===== config.mk =====
export PLATFORM = sky130hd
export DESIGN_NAME = alu_seq_flat
export DESIGN_NICKNAME = d
export VERILOG_FILES = /design/src/rtl/alu_seq_if.sv /design/src/rtl/alu_seq.sv /design/src/flat_wrapper.sv
export SDC_FILE = /design/constraint.sdc
export NUM_CORES = 1
export LEC_CHECK = 0
export CORE_MARGIN = 3
export CORE_UTILIZATION = 50
export DETAILED_ROUTE_END_ITERATION = 12
export PLACE_DENSITY = 0.73
export SYNTH_ARGS = -nofsm -noshare
export SYNTH_HDL_FRONTEND = slang
export SYNTH_SLANG_ARGS = --single-unit

===== constraint.sdc =====
create_clock -name clk -period 3.45 [get_ports clk]
set_input_delay 0.345 -clock clk [delete_from_list [all_inputs] [get_ports clk]]
set_output_delay 0.345 -clock clk [all_outputs]
set_load 0.1 [all_outputs]

===== src/rtl/alu_seq_if.sv =====
// Control-unit <-> sequential ALU bus: operation request, operands and the
// registered result/flag set returned on completion.
interface alu_seq_if #(
    parameter int WIDTH = 16
);
    logic             start;
    logic [3:0]       OPSEL;
    logic [WIDTH-1:0] AC;
    logic [WIDTH-1:0] DR;
    logic             busy;
    logic             done;
    logic [WIDTH-1:0] RESULT;
    logic [WIDTH-1:0] HI;
    logic             E;
    logic             CO;
    logic             OVF;
    logic             N;
    logic             Z;
    logic             DZ;

    modport master (
        output start, OPSEL, AC, DR,
        input  busy, done, RESULT, HI, E, CO, OVF, N, Z, DZ
    );

    modport slave (
        input  start, OPSEL, AC, DR,
        output busy, done, RESULT, HI, E, CO, OVF, N, Z, DZ
    );
endinterface


===== src/rtl/alu_seq.sv =====
// Sequential accumulator ALU: single-cycle AC/DR ops plus iterative unsigned
// MUL (shift-add) and DIV (restoring), with the E flip-flop and status flags.
module alu_seq #(
    parameter int WIDTH = 16
) (
    input logic       clk,
    input logic       rst,
    alu_seq_if.slave  bus
);
    localparam int CW = $clog2(WIDTH + 1);

    localparam logic [3:0] OP_ADD = 4'b0000;
    localparam logic [3:0] OP_AND = 4'b0001;
    localparam logic [3:0] OP_LDA = 4'b0010;
    localparam logic [3:0] OP_CMA = 4'b0011;
    localparam logic [3:0] OP_CIR = 4'b0100;
    localparam logic [3:0] OP_CIL = 4'b0101;
    localparam logic [3:0] OP_SUB = 4'b0110;
    localparam logic [3:0] OP_MUL = 4'b0111;
    localparam logic [3:0] OP_DIV = 4'b1000;
    localparam logic [3:0] OP_CLE = 4'b1001;
    localparam logic [3:0] OP_CME = 4'b1010;

    typedef enum logic [1:0] {IDLE, MUL, DIV} state_t;

    state_t           state_reg, state_next;
    logic [CW-1:0]    count_reg, count_next;
    logic [WIDTH-1:0] work_hi_reg, work_hi_next;
    logic [WIDTH-1:0] work_lo_reg, work_lo_next;
    logic [WIDTH-1:0] operand_reg, operand_next;
    logic [WIDTH-1:0] result_reg, result_next;
    logic [WIDTH-1:0] hi_reg, hi_next;
    logic e_reg, e_next, co_reg, co_next, ovf_reg, ovf_next;
    logic n_reg, n_next, z_reg, z_next, dz_reg, dz_next, done_reg, done_next;

    logic [WIDTH:0]   add_sum, sub_sum, mul_sum, div_shift, div_trial;
    logic             div_ok;
    logic [WIDTH-1:0] single_res, single_hi;
    logic             single_co, single_ovf, single_e, single_dz;

    assign add_sum   = {1'b0, bus.AC} + {1'b0, bus.DR};
    assign sub_sum   = {1'b0, bus.AC} + {1'b0, ~bus.DR} + {{WIDTH{1'b0}}, 1'b1};
    assign mul_sum   = {1'b0, work_hi_reg} + (work_lo_reg[0] ? {1'b0, operand_reg} : '0);
    // Remainder shifted left with the next dividend bit; trial-subtract the divisor.
    assign div_shift = {work_hi_reg, work_lo_reg[WIDTH-1]};
    assign div_trial = div_shift - {1'b0, operand_reg};
    assign div_ok    = (div_shift >= {1'b0, operand_reg});

    always_comb begin
        single_res = bus.AC;
        single_hi  = '0;
        single_co  = 1'b0;
        single_ovf = 1'b0;
        single_e   = e_reg;
        single_dz  = 1'b0;
        case (bus.OPSEL)
            OP_ADD: begin
                {single_co, single_res} = add_sum;
                single_ovf = (bus.AC[WIDTH-1] == bus.DR[WIDTH-1]) &&
                             (add_sum[WIDTH-1] != bus.AC[WIDTH-1]);
                single_e   = add_sum[WIDTH];
            end
            OP_AND: single_res = bus.AC & bus.DR;
            OP_LDA: single_res = bus.DR;
            OP_CMA: single_res = ~bus.AC;
            OP_CIR: begin
                single_res = {e_reg, bus.AC[WIDTH-1:1]};
                single_co  = bus.AC[0];
                single_e   = bus.AC[0];
            end
            OP_CIL: begin
                single_res = {bus.AC[WIDTH-2:0], e_reg};
                single_co  = bus.AC[WIDTH-1];
                single_e   = bus.AC[WIDTH-1];
            end
            OP_SUB: begin
                {single_co, single_res} = sub_sum;
                single_ovf = (bus.AC[WIDTH-1] != bus.DR[WIDTH-1]) &&
                             (sub_sum[WIDTH-1] != bus.AC[WIDTH-1]);
                single_e   = sub_sum[WIDTH];
            end
            // Only reached here for a zero divisor; nonzero divisors iterate.
            OP_DIV: begin
                single_res = '1;
                single_hi  = bus.AC;
                single_dz  = 1'b1;
            end
            OP_CLE: single_e = 1'b0;
            OP_CME: single_e = ~e_reg;
            default: ;
        endcase
    end

    always_comb begin
        state_next   = state_reg;
        count_next   = count_reg;
        work_hi_next = work_hi_reg;
        work_lo_next = work_lo_reg;
        operand_next = operand_reg;
        result_next  = result_reg;
        hi_next      = hi_reg;
        e_next       = e_reg;
        co_next      = co_reg;
        ovf_next     = ovf_reg;
        n_next       = n_reg;
        z_next       = z_reg;
        dz_next      = dz_reg;
        done_next    = 1'b0;
        case (state_reg)
            IDLE: begin
                if (bus.start) begin
                    if (bus.OPSEL == OP_MUL || (bus.OPSEL == OP_DIV && bus.DR != '0)) begin
                        state_next   = (bus.OPSEL == OP_MUL) ? MUL : DIV;
                        work_hi_next = '0;
                        work_lo_next = bus.AC;
                        operand_next = bus.DR;
                        count_next   = '0;
                    end else begin
                        result_next = single_res;
                        hi_next     = single_hi;
                        e_next      = single_e;
                        co_next     = single_co;
                        ovf_next    = single_ovf;
                        n_next      = single_res[WIDTH-1];
                        z_next      = (single_res == '0);
                        dz_next     = single_dz;
                        done_next   = 1'b1;
                    end
                end
            end
            MUL, DIV: begin
                if (state_reg == MUL) begin
                    work_hi_next = mul_sum[WIDTH:1];
                    work_lo_next = {mul_sum[0], work_lo_reg[WIDTH-1:1]};
                end else begin
                    work_hi_next = div_ok ? div_trial[WIDTH-1:0] : div_shift[WIDTH-1:0];
                    work_lo_next = {work_lo_reg[WIDTH-2:0], div_ok};
                end
                count_next = count_reg + CW'(1);
                if (count_reg == CW'(WIDTH - 1)) begin
                    state_next  = IDLE;
                    count_next  = '0;
                    result_next = work_lo_next;
                    hi_next     = work_hi_next;
                    co_next     = 1'b0;
                    ovf_next    = 1'b0;
                    dz_next     = 1'b0;
                    done_next   = 1'b1;
                    if (state_reg == MUL) begin
                        n_next = work_hi_next[WIDTH-1];
                        z_next = ({work_hi_next, work_lo_next} == '0);
                    end else begin
                        n_next = work_lo_next[WIDTH-1];
                        z_next = (work_lo_next == '0);
                    end
                end
            end
            default: state_next = IDLE;
        endcase
    end

    always_ff @(posedge clk) begin
        if (rst) begin
            state_reg   <= IDLE;
            count_reg   <= '0;
            work_hi_reg <= '0;
            work_lo_reg <= '0;
            operand_reg <= '0;
            result_reg  <= '0;
            hi_reg      <= '0;
            e_reg       <= 1'b0;
            co_reg      <= 1'b0;
            ovf_reg     <= 1'b0;
            n_reg       <= 1'b0;
            z_reg       <= 1'b0;
            dz_reg      <= 1'b0;
            done_reg    <= 1'b0;
        end else begin
            state_reg   <= state_next;
            count_reg   <= count_next;
            work_hi_reg <= work_hi_next;
            work_lo_reg <= work_lo_next;
            operand_reg <= operand_next;
            result_reg  <= result_next;
            hi_reg      <= hi_next;
            e_reg       <= e_next;
            co_reg      <= co_next;
            ovf_reg     <= ovf_next;
            n_reg       <= n_next;
            z_reg       <= z_next;
            dz_reg      <= dz_next;
            done_reg    <= done_next;
        end
    end

    assign bus.busy   = (state_reg != IDLE);
    assign bus.done   = done_reg;
    assign bus.RESULT = result_reg;
    assign bus.HI     = hi_reg;
    assign bus.E      = e_reg;
    assign bus.CO     = co_reg;
    assign bus.OVF    = ovf_reg;
    assign bus.N      = n_reg;
    assign bus.Z      = z_reg;
    assign bus.DZ     = dz_reg;
endmodule


===== src/flat_wrapper.sv =====
// flat-port wrapper written by rule: the top's interface ports become plain ports
module alu_seq_flat 
#(
    parameter int WIDTH = 16
)
  (clk, rst, bus_start, bus_OPSEL, bus_AC, bus_DR, bus_busy, bus_done, bus_RESULT, bus_HI, bus_E, bus_CO, bus_OVF, bus_N, bus_Z, bus_DZ);
  alu_seq_if #(.WIDTH(WIDTH)) bus_i ();
  input logic clk;
  input logic rst;
  input wire logic [$bits(bus_i.start)-1:0] bus_start;
  input wire logic [$bits(bus_i.OPSEL)-1:0] bus_OPSEL;
  input wire logic [$bits(bus_i.AC)-1:0] bus_AC;
  input wire logic [$bits(bus_i.DR)-1:0] bus_DR;
  output wire logic [$bits(bus_i.busy)-1:0] bus_busy;
  output wire logic [$bits(bus_i.done)-1:0] bus_done;
  output wire logic [$bits(bus_i.RESULT)-1:0] bus_RESULT;
  output wire logic [$bits(bus_i.HI)-1:0] bus_HI;
  output wire logic [$bits(bus_i.E)-1:0] bus_E;
  output wire logic [$bits(bus_i.CO)-1:0] bus_CO;
  output wire logic [$bits(bus_i.OVF)-1:0] bus_OVF;
  output wire logic [$bits(bus_i.N)-1:0] bus_N;
  output wire logic [$bits(bus_i.Z)-1:0] bus_Z;
  output wire logic [$bits(bus_i.DZ)-1:0] bus_DZ;
  assign bus_i.start = bus_start;
  assign bus_i.OPSEL = bus_OPSEL;
  assign bus_i.AC = bus_AC;
  assign bus_i.DR = bus_DR;
  assign bus_busy = bus_i.busy;
  assign bus_done = bus_i.done;
  assign bus_RESULT = bus_i.RESULT;
  assign bus_HI = bus_i.HI;
  assign bus_E = bus_i.E;
  assign bus_CO = bus_i.CO;
  assign bus_OVF = bus_i.OVF;
  assign bus_N = bus_i.N;
  assign bus_Z = bus_i.Z;
  assign bus_DZ = bus_i.DZ;
  alu_seq #(.WIDTH(WIDTH)) u_core (.clk(clk), .rst(rst), .bus(bus_i));
endmodule

---- Word-level counts from Yosys, hierarchy flattened ----
Cells that the tools add are included.
word-level totals
  register bits after elaboration ......... 94
  input bits .............................. 39
  output and inout port bits .............. 40
  word-level logic and storage cells ...... 125
cells by class
  $add $sub $neg .......................... 6
  order comparisons ....................... 1
  eq/ne operators ......................... 21
  mux-type cells .......................... 59
  bitwise operators ....................... 5
  reduce and logical (&&, ||, !) cells .... 19
operator list
  cell                                                 count
  2-to-1 mux 16 bit                                    17
  one-hot mux 16 bit (2 select lines)                  4
  one-hot mux 16 bit (8 select lines)                  1
  adder 16 x 16 -> 17 bit                              3
  zero test 16 bit                                     2
  zero test 32 bit                                     1
  inverter 16 bit                                      2
  2-to-1 mux 1 bit                                     19
  adder 17 x 1 -> 17 bit, second input constant        1
  >= comparator 17 x 16 -> 1 bit                       1
  AND 16 bit                                           1
  equality test 4 x 3 -> 1 bit, second input constant  4
  nonzero test 16 bit                                  1
  subtractor 16 bit                                    1
  2-to-1 mux 5 bit                                     3
  one-hot mux 1 bit (2 select lines)                   7
  equality test 4 bit, second input constant           3
  one-hot mux 5 bit (2 select lines)                   1
  AND reduction 3 bit                                  3
  equality test 4 x 2 -> 1 bit, second input constant  2
  2-to-1 mux 2 bit                                     4
  AND reduction 4 bit                                  2
  one-hot mux 1 bit (6 select lines)                   1
  nonzero test 6 bit                                   1
  other kinds (18)                                     26

---- Depth between registers and ports, before layout ----
  depth after elaboration ................. 9
  mapped depth ............................ 14
  gate-level depth less buffers ........... 14

---- Least setup slack after synthesis ----
OpenSTA, ideal clock, no wires.
  path kind ............................... register to register
  start point ............................. register u_core.work_lo_reg[0]
  end point ............................... register u_core.z_reg, in the netlist u_core.bus.Z
  setup time .............................. 0.064 ns
  arrival time ............................ 3.184 ns
  required time ........................... 3.386 ns
  slack ................................... 0.203 ns
  stages on the path, launching flop included .. 14
  buffers on the path ..................... 0
  clock period less this slack ............ 3.247 ns
  path through ............................ dfxtp_1 -> and2_1 -> ha_1 -> fa_1 -> a211oi_2 -> o21ai_1 -> a21o_1 -> a311oi_1 -> mux2_2 -> o211ai_2 -> or4_1 -> nor4_1 -> nand4bb_1 -> nand3_1
between the ends
  word-level cells in the longest chain between the ends .. 8
  elaborated cells between the ends (all ways) .. 11
  those cells by class .................... add/sub (1); mux (8); reduce/logical (2)
ends and longest elaborated chain
  element                                               RTL line                        text
  start, declared                                       alu_seq.sv:29                   logic [WIDTH-1:0] work_lo_reg, work_lo_next;
  start signal, assigned                                alu_seq.sv:182                  work_lo_reg <= work_lo_next;
  2-to-1 mux 16 bit                                     alu_seq.sv:43                   assign mul_sum = {1'b0, work_hi_reg} + (work_lo_reg[0] ? {1'b0, operand_reg} : '0);
  adder 16 x 16 -> 17 bit                               alu_seq.sv:43
  2-to-1 mux 16 bit                                     alu_seq.sv:132                  if (state_reg == MUL) begin
  2-to-1 mux 16 bit                                     alu_seq.sv:109                  case (state_reg)
  zero test 32 bit or zero test 16 bit (tied branches)  alu_seq.sv:151, alu_seq.sv:154
  2-to-1 mux 1 bit (*)                                  alu_seq.sv:149                  if (state_reg == MUL) begin
  2-to-1 mux 1 bit (*)                                  alu_seq.sv:140                  if (count_reg == CW'(WIDTH - 1)) begin
  one-hot mux 1 bit (2 select lines) (*)                alu_seq.sv:109
  end signal, assigned                                  alu_seq.sv:190                  z_reg <= z_next;
  end, declared                                         alu_seq.sv:34                   logic n_reg, n_next, z_reg, z_next, dz_reg, dz_next, done_reg, done_next;
Mark *: on every way between the ends. The rest lies on a longest branch, timed or not. The select of a mux whose other input is x is not followed.
A chain may end at the register's enable or synchronous reset.

---- Worst setup path in the final report ----
Ends and elaborated chain as after synthesis.

==> flow_summary.ini <==
[timing]
maxSlewHeadroom = 0.339
drv_slew = 0
finalHoldViolations = 0
setup_viol = 0
max_freq_ghz = 0.291
rsz0062_at_grt = yes
worst_pin_slew_ns = 0.989
setup_slack_ns = 0.0101
setup_tns_ns = 0
layout_min_cycle_time_ns = 3.44
fin_skew_ns = 0.00935
finalCritPeriodShare = 0.997

[power]
power_mw = 3.95
powerDensity_nw_per_um2 = 329
vdd_ir_drop_max_mv = 0.272
p_leak_nw = 5.11

[clocking]
h-tree-depth = 3
numCtsBuffers = 9
cts_tree = yes
cts_root_buffer = clkbuf_16
clk_latency_ns = 0.35
cts_sinks = 94
cts_max_path_buffers = 2
clk_pin_slew_ns = 0.07

[yosys]
synth_mux_area_frac = 0.0546
synth_top_area_share = 0.210
postSynthAreaPerCell_um2 = 7.38
ys_top_cells_by_area = dfxtp_1, ha_1, a21oi_1
ys.flop_type = dfxtp_1
post_synth_xor_area_fraction = 0.0293
async_reset_ff_frac = 0
ys_seq_area_frac = 0.210
synth-compound-area-share = 0.301
yosysTopAreaCell = dfxtp_1
syn_inst = 1216
synthTopCellsByCount = nor2_1, nand2_1, a21oi_1
ys.warnings.count = 0
synth.most_common_cell = nor2_1
synth_edf_count = 0
synth_fa_ha_area_frac = 0.104
synth_top_family_by_area = compound AO/OA/AOI/OAI gates
synth_seq_cells = 94
ys_types = 79
syn_nets = 1327
yosys.area_share.simple = 0.240
netlist_area_um2 = 8980

[critical_path]
worstPathRequired_ns = 3.74
r2r_cells = 14
cp-start-kind = flop
slowest_delay_ns = 0.54
crit_chain = and2_1 -> ha_2 -> fa_2 -> a211oi_4 -> o21ai_2 -> a21o_1 -> a311oi_2 -> buf_4 -> mux2_2 -> o211ai_2 -> or4_4 -> nor4_4 -> nand4bb_1 -> nand3_1
worst-path-max-fanout = 3
rrSetupSlack_ns = 0.01
r2r_end = u_core.bus.Z
critPathKind = flop to flop
cp-end-kind = flop
arrival_ns = 3.73
rr_startpoint = u_core.work_lo_reg[0]
crit_slowest_cell = or4_4

[global_routing]
grt_pass1_vias = 10100
grt_pass1_wl_um = 53400
grt.total_usage = 0.336
antenna_found_initial = 1
grt_overflow = 0
grt_max_degree = 54

[drt]
firstDrtPassIters = 5
drt_iter0_markers = 1171
route.detailed.wl_per_inst_um = 20.3
wirelength_um = 34300
num_vias = 10800
vias_per_cell = 6.37
drtAntennaViolNets = 0
drcViolationCount = 0

[final_layout]
syn_to_final_growth_pct = 33.8
drive_above_1_share = 0.214
utilization = 0.690
layout.nets = 1573
nFillCells = 1505
antenna_cells = 0

[run]
max-cap-violations = 0

[die]
rows = 48
top_level_ports = 79
die_height_um = 140
start_util = 0.516
die_area_um2 = 19600
die_x_um = 140
core-area_um2 = 17400

[place]
dp_hpwl_um = 26800
gp_congestion = 0.966
pre_cts_ws_ns = -0.532
port-buffer-count = 78

[min_path]
hold_path_depth = 2
worstHoldEndpoint = u_core.bus.RESULT[6]
hp-start = u_core.bus.RESULT[6]
worstHoldPathType = flop to flop

[status]
outcome = finished, final reports clean
==> final cells by class <==
| type | count | area [um^2] | share of cell area |
|---|---|---|---|
| well taps | 225 | 282 | 0.0234 |
| flip-flops and latches | 94 | 1880 | 0.157 |
| multi-input cells | 983 | 6720 | 0.559 |
| repair buffers | 312 | 2590 | 0.216 |
| inverters | 62 | 233 | 0.0194 |
| clock inverters | 6 | 75.1 | 0.00625 |
| clock buffers | 10 | 229 | 0.0191 |
==> cells by family (layout without fill, tap and decap cells) <==
group,after synthesis,after routing
and+or+nand+nor,439,439
AOI/OAI and AO/OA,394,394
buffers and inverters,139,390
DFF,94,94
adders and majority gates,72,72
muxes,48,48
xor gates and xnor gates,30,30
==> where the power goes <==
part           total [mW]  switching, mW  internal [mW]
clock                1.05          0.478          0.575
sequential           1.18         0.0400           1.14
combinational        1.72           1.06          0.661
==> worst max-delay path by stage <==
stage / from / slack [ns] / endpoint
3_3_place_gp: bus_AC[0] / -0.42 / u_core.bus.Z
3_5_place_dp: bus_AC[0] / -0.53 / u_core.bus.RESULT[14]
2_1_floorplan: u_core.work_lo_reg[0] / 0.20 / u_core.bus.Z
5_1_grt: bus_DR[0] / -0.09 / u_core.bus.Z
6_report: u_core.work_lo_reg[0] / 0.01 / u_core.bus.Z
4_1_cts: u_core.operand_reg[0] / 0.002 / u_core.bus.Z
==> layout by cell type (no fill, tap or decap), types with 21 or more instances in the layout <==
master and count:
nor3_1 39, a22oi_1 21, o211ai_1 36, inv_1 62
o21ai_0 52, nand2_1 112, nand2b_1 24, nor2_1 120
a21oi_1 98, dfxtp_1 94, mux2i_1 40, ha_1 64
a21o_1 24, clkdlybuf4s50_1 73, buf_4 229
==> worst max-delay path: cells and delay by family (launching register included) <==
family,cells,cell delay (ns)
AOI/OAI and AO/OA,5,0.90
adders and majority gates,2,0.64
buffers and inverters,1,0.15
DFF,1,0.33
muxes,1,0.15
and+or+nand+nor,5,1.22
==> routing by layer <==
| layer | global-route usage | vias to the layer above | routed length (um) | share of wire |
|---|---|---|---|---|
| li1 | - | 5007 | - | - |
| met1 | 0.425 | 5038 | 13500 | 0.39 |
| met2 | 0.548 | 597 | 15600 | 0.45 |
| met3 | 0.0635 | 137 | 3330 | 0.097 |
| met4 | 0.166 | 2 | 1850 | 0.054 |
| met5 | 0 | - | 13 | 0.00038 |
==> metrics by stage <==
step | instances | hold WS [ns] | area (um^2)
after floorplan | 1216 | 0.440 | 8980
after global placement | 1673 | 0.443 | 11500
after detailed placement | 1673 | 0.444 | 11500
after CTS | 1690 | 0.455 | 11900
after global routing | 1692 | 0.480 | 12000
final | 1692 | 0.453 | 12000
==> timing repair <==
item / CTS / global route
endpoints found under the hold margin: 0 / 0
hold buffers: 0 / 0
setup buffers: 1 / 2
pin swaps: 5 / 19
gates resized for setup: 9 / 26
endpoints found under the setup margin: 5 / 15
Note: power is estimated with default switching activity, not from simulation.
